<file path="config.mk">
export PLATFORM = sky130hd
export DESIGN_NAME = pit_controller
export DESIGN_NICKNAME = d
export VERILOG_FILES = /design/src/rtl/pit_controller.sv
export SDC_FILE = /design/constraint.sdc
export NUM_CORES = 1
export LEC_CHECK = 0
export CORE_MARGIN = 1.5
export CORE_UTILIZATION = 59
export CTS_CLUSTER_DIAMETER = 60
export DETAILED_ROUTE_END_ITERATION = 16
export PLACE_DENSITY_LB_ADDON = 0.15
export SLEW_MARGIN = 25
export SYNTH_ARGS = -nofsm -noshare
export SYNTH_HDL_FRONTEND = slang
export SYNTH_SLANG_ARGS = --single-unit
export TNS_END_PERCENT = 5
</file>
<file path="constraint.sdc">
create_clock -name CLOCK -period 4.2 [get_ports CLOCK]
set_input_delay 1.05 -clock CLOCK [delete_from_list [all_inputs] [get_ports CLOCK]]
set_output_delay 1.05 -clock CLOCK [all_outputs]
set_load 0.01 [all_outputs]
</file>
<file path="src/rtl/pit_controller.sv">
// Programmable interval timer: one-shot or auto-reload down-counter behind a
// four-register bus interface, with a pending flag, maskable IRQ, EXPIRE pulse and LED toggle.
module pit_controller #(
  parameter int WIDTH = 32
) (
  input  logic             CLOCK,
  input  logic             RST,
  input  logic             WE,
  input  logic [1:0]       ADDR,
  input  logic [WIDTH-1:0] WDATA,
  output logic [WIDTH-1:0] RDATA,
  output logic             IRQ,
  output logic             EXPIRE,
  output logic             LED
);

  typedef enum logic {IDLE, RUN} state_t;

  state_t           state, state_nxt;
  logic             en, en_nxt, ie, ie_nxt, reload, reload_nxt;
  logic             pend, pend_nxt, irq_nxt, expire_nxt, led_nxt;
  logic [WIDTH-1:0] period, period_nxt, count, count_nxt;
  logic             ctrl_wr, period_wr, status_wr, expiry;

  always_ff @(posedge CLOCK or negedge RST) begin
    if (!RST) begin
      state  <= IDLE;
      en     <= 1'b0;
      ie     <= 1'b0;
      reload <= 1'b0;
      period <= '0;
      pend   <= 1'b0;
      count  <= '0;
      IRQ    <= 1'b0;
      EXPIRE <= 1'b0;
      LED    <= 1'b0;
    end else begin
      state  <= state_nxt;
      en     <= en_nxt;
      ie     <= ie_nxt;
      reload <= reload_nxt;
      period <= period_nxt;
      pend   <= pend_nxt;
      count  <= count_nxt;
      IRQ    <= irq_nxt;
      EXPIRE <= expire_nxt;
      LED    <= led_nxt;
    end
  end

  always_comb begin
    state_nxt  = state;
    en_nxt     = en;
    ie_nxt     = ie;
    reload_nxt = reload;
    period_nxt = period;
    pend_nxt   = pend;
    count_nxt  = count;
    expire_nxt = 1'b0;
    led_nxt    = LED;
    // IRQ follows the registered PEND/IE, so it lags either by one cycle
    irq_nxt    = pend & ie;

    ctrl_wr   = WE && (ADDR == 2'd0);
    period_wr = WE && (ADDR == 2'd1);
    status_wr = WE && (ADDR == 2'd2);
    // A CTRL write in the same cycle overrides (and suppresses) an expiry
    expiry    = (state == RUN) && (count == WIDTH'(1)) && !ctrl_wr;

    if (period_wr)
      period_nxt = WDATA;

    if (status_wr && WDATA[0])
      pend_nxt = 1'b0;

    if (state == RUN && !ctrl_wr) begin
      if (count > WIDTH'(1)) begin
        count_nxt = count - WIDTH'(1);
      end else if (expiry) begin
        expire_nxt = 1'b1;
        led_nxt    = ~LED;
        pend_nxt   = 1'b1;
        if (reload && period != '0) begin
          count_nxt = period;
        end else begin
          count_nxt = '0;
          en_nxt    = 1'b0;
          state_nxt = IDLE;
        end
      end else begin
        en_nxt    = 1'b0;
        state_nxt = IDLE;
      end
    end

    if (ctrl_wr) begin
      en_nxt     = WDATA[0];
      ie_nxt     = WDATA[1];
      reload_nxt = WDATA[2];
      if (WDATA[0]) begin
        // Load from the register value before any coincident PERIOD write
        count_nxt = period;
        state_nxt = (period != '0) ? RUN : IDLE;
      end else begin
        state_nxt = IDLE;
      end
    end
  end

  always_comb begin
    RDATA = '0;
    case (ADDR)
      2'd0: RDATA = {{(WIDTH-3){1'b0}}, reload, ie, en};
      2'd1: RDATA = period;
      2'd2: RDATA = {{(WIDTH-1){1'b0}}, pend};
      2'd3: RDATA = count;
      default: RDATA = '0;
    endcase
  end

endmodule

</file>
# Word level (Yosys, flattened, before mapping)
# Index checks and enable logic that the tools add are counted.
# W data, S select, Z words.
totals:
  register_bits: 72
  latch_bits: 0
  mem_bits_rw: 0
  mem_bits_ro: 0
  in_bits: 37
  output_inout_bits: 35
  word_cells: 57
  memories: 0
classes:
  addsub: 1
  multipliers: 0
  div: 0
  n_lt_le_gt_ge: 1
  eq_ne: 6
  n_shift: 0
  n_mux: 22
  bitwise_logic: 3
  reduce_logical: 14
op_table:
  columns: ["op", "n"]
  rows:
  - ["$mux W32", 6]
  - ["$pmux W32 S4", 1]
  - ["$eq A32 B1 Y1 const B", 1]
  - ["$gt A32 B1 Y1 const B", 1]
  - ["$reduce_bool A32 Y1", 1]
  - ["$sub A32 B1 Y32 const B", 1]
  - ["$mux W1", 15]
  - ["$logic_and A1 B1 Y1", 8]
  - ["$reduce_and A3 Y1", 2]
  - ["$eq A2 B2 Y1 const B", 2]
  - ["$ne A3 B3 Y1 const B", 1]
  - ["$eq A2 B1 Y1 const B", 1]
  - ["$logic_not A2 Y1", 1]
  - ["$ne A2 B2 Y1 const B", 1]
  - ["$not A1 Y1", 2]
  - ["$reduce_bool A2 Y1", 1]
  - ["$and A1 B1 Y1", 1]
  - ["$logic_not A1 Y1", 1]

# Logic depth before layout (Yosys ltp)
depth:
  ltp_word: 9
  ltp_mapped: 9
  depth_no_buf: 8

# Least setup slack after synthesis
# No wires, ideal clock.
synth_timing:
  path_type: "input -> output"
  start: "input ADDR[1]"
  end: "output RDATA[0]"
  t_arrival_ns: 2.180
  t_required_ns: 3.150
  path_slack_ns: 0.970
  path_stages: 3
  path_buffers: 2
  path_cell_list: "clkbuf_1 -> buf_1 -> mux4_2"
synth_between:
  elab_chain_len: 2
  elab_cells_between_ends: 5
  classes_between: "3 x eq/ne; 1 x mux; 1 x reduce/logical"
synth_rtl:
  columns: ["element", "line", "source"]
  rows:
  - ["start: declaration", "9", "input logic [1:0] ADDR,"]
  - ["$eq A2 B2 Y1, or another cell as far along", "112", "case (ADDR)"]
  - ["$pmux W32 S4 (*)", "112", null]
  - ["end: declaration", "11", "output logic [WIDTH-1:0] RDATA,"]
# Mark *: on every way between the ends. The rest lies on a longest branch, timed or not.

# Worst setup path in the final report
layout_timing:
  start: "input ADDR[0]"
  end: "output RDATA[0]"
# Same word-level chain as after synthesis.

==> metrics.md <==
| Metric | Value |
|---|---|
| Run status | finished clean |
| EDFF count, synth | 0 |
| Die W | 91.7 um |
| GR Overflow Total | 0 |
| Initial antenna violation count | 0 |
| Most common cell in the synthesized netlist | dfrtp_1 |
| Worst Path Max Fanout | 6 |
| Resize count post-CTS | 0 |
| Yosys top cell by area | dfrtp_1 |
| Syn Area/Cell | 9.72 um2 |
| Ys Warns | 0 |
| Drt drc | 0 |
| Tightest Pin Transition | 915 ps |
| Max Cap Viol | 0 |
| Leak | 2.17 nW |
| Pin count of the biggest net entering global routing | 73 |
| GRT Util Overall | 32.0% |
| Layout cells sized above 1 | 14.9% |
| Synth cell count leaders | dfrtp_1 (72), nor2_1 (42), mux2_2 (38), mux2i_1 (32), nor2b_1 (30) |
| Fillers | 589 |
| PD cells | 482 nW/um2 |
| First-pass GRT wire length | 21,000 um |
| Worst path required time | 3150 ps |
| Post-synth top area share | 38.8% |
| Switch share | 38.9% |
| Max Fclk | 268 MHz |
| Num CTS Buffers | 9 |
| PortBufs | 71 |
| Placement row count | 32 |
| # setup viols final | 0 |
| Final hold vios | 0 |
| Slew Limit Fails | 0 |
| Vias/cell | 6.45 |
| Post-synthesis net count | 517 |
| CP Class | in -> out |
| Worst hold path class | reg -> reg |
| Antenna cells | 0 |
| Reg power frac | 46.3% |
| IO Pins | 72 |
| CTS Hold Bufs | 0 |
| P&R area growth vs syn | 20.8% |
| Gpl congestion | 0.932 |
| Crit end category | output port |
| CTS tree | yes |
| Cell variety after synth | 51 |
| Max VDD drop | 0.000244 V |
| H-tree levels | 3 |
| Cell Area, Synth | 4640 um2 |
| Most used DFF post-synth | dfrtp_1 |
| NetSw | 0.00105 W |
| Placed insts | 635 |
| Chip height | 91.7 um |
| Final worst path period share | 88.8% |
| Worst-path clk slew | 70 ps |
| Vias in the first global route | 4,130 |
| Register area share after synthesis | 38.8% |
| CTS max path bufs | 2 |
| Logic gate share of total power | 34.3% |
| Sink Count | 72 |
| Pre-antenna DRT Iters | 6 |
| Synth async-reset ratio | 100% |
| Mapped Cells | 478 |
| DP HPWL | 9010 um |
| Setup_tns | 0 ps |
| CP arrival | 2680 ps |
| Post-CTS setup buffer count | 0 |
| Final min period | 3730 ps |
| RSZ-0062 raised after global routing | no |
| Top cells by area, synth | dfrtp_1 (39%), mux2_2 (9.2%), mux2i_1 (6.9%), nor2b_1 (4.0%), nor2_1 (3.4%) |
| Final net count | 583 |
| Starting Density | 60.4% |
| Post-Layout Cell Count | 651 |
| Vias | 4,199 |
| DR iter-0 viols | 301 |
| Core area | 7690 um2 |
| Die area | 8410 um2 |
| #FFs+latches synth | 72 |
| Largest regs | count: 32 flops, period: 32 flops |
| Root Buffer | clkbuf_8 |
| Detailed-route wire length | 13,000 um |
| Clock Skews | 9.29 ps |
| Startpoint types | input port |
| Clk pwr share | 19.4% |
| Clk_lat worst skew | 340 ps |
| Avg WL per Cell | 20.0 um |
| Pint | 0.00165 W |
| Post-route ant nets | 0 |
| Max-slew headroom | 39.0% |
-- placed cells by master, fill, tap and decap left out, types with 3 or more instances in the layout --
cell type | Yosys | layout
a211oi_1 | 7 | 7
nand3_1 | 8 | 8
nor3_1 | 11 | 11
or4_1 | 4 | 4
a21oi_1 | 24 | 24
xnor2_1 | 8 | 8
nand2_1 | 13 | 13
buf_4 | 0 | 15
o41ai_1 | 3 | 3
or3_1 | 5 | 5
or2_2 | 4 | 4
xor2_1 | 18 | 18
nor2b_1 | 30 | 29
nor4_1 | 23 | 23
clkbuf_1 | 18 | 3
and2_1 | 4 | 4
clkinv_2 | 0 | 3
inv_1 | 7 | 7
a22oi_1 | 3 | 3
mux2_2 | 38 | 38
dfrtp_1 | 72 | 72
o22ai_1 | 21 | 21
clkbuf_8 | 0 | 9
clkdlybuf4s50_1 | 0 | 69
a311oi_1 | 3 | 3
nand2b_1 | 4 | 4
mux2i_1 | 32 | 32
a221oi_1 | 12 | 12
nor2_1 | 42 | 42
o21ai_0 | 18 | 18
nand4_1 | 6 | 6
-- per-stage QoR --
stage	util (%)	power [W]	cell area, um2	setup WS (ps)	hold slack [ps]
floorplan	-	0.00175	4640	970	458
global placement	70.6	0.00211	5430	440	457
detailed placement	70.6	0.00216	5430	321	486
CTS	72.9	0.00268	5610	467	509
global route	73.0	0.00286	5610	399	520
finish	73.0	0.00271	5610	471	497
-- cell families (layout without fill, tap and decap cells) --
family	Yosys count	after routing	share of synthesized area, %
AOI/OAI and AO/OA	101	101	14.1
xor gates and xnor gates	26	26	4.90
adders and majority gates	2	2	0.539
buffers and inverters	38	109	3.99
DFF	72	72	38.8
muxes	71	71	16.6
and+or+nand+nor	168	168	21.0
-- per-layer routing --
| metal | GRT usage (%) | vias to the layer above | routed length [um] |
|---|---|---|---|
| li1 | - | 1922 | - |
| met1 | 44.2 | 2040 | 5720 |
| met2 | 51.3 | 212 | 6120 |
| met3 | 4.06 | 25 | 926 |
| met4 | 12.8 | 0 | 273 |
| met5 | 0 | - | 0 |
-- area by class of cell --
cell class	instances	area, um2	share of cell area [%]
Timing Repair Buffer	86	813	14.5
Multi-Input combinational cell	368	2660	47.4
Inverter	7	26.3	0.468
Clock inverter	4	45.0	0.803
Tap cell	102	128	2.28
Sequential cell	72	1800	32.1
Clock buffer	12	135	2.41
-- worst max-delay path, cell delays in order --
cell,delay [ps]
clkdlybuf4s50_1,600
mux4_2,540
clkdlybuf4s50_1,490
-- power by group through the flow --
stage | Clock (W) | Combinational (W) | Sequential [W]
after global routing | 0.000556 | 0.00102 | 0.00128
final | 0.000524 | 0.000929 | 0.00125
after CTS | 0.000525 | 0.000921 | 0.00124
after floorplan | 0 | 0.000643 | 0.00111
after detailed placement | 0 | 0.000914 | 0.00125
after global placement | 0 | 0.000879 | 0.00124
-- path summary, 6_finish.rpt --
path	startpoint	endpoint	slack, ps	depth (start not counted)
worst max-delay path	ADDR[0]	RDATA[0]	470	3
worst min-delay path	LED	LED	500	1
worst max register to register	count[30]	count[12]	1390	7
worst min register to register	LED	LED	500	1
max in group asynchronous	RST	count[19]	2680	2
min in group asynchronous	RST	EXPIRE	920	2
Power figures use the tool's default switching activity.
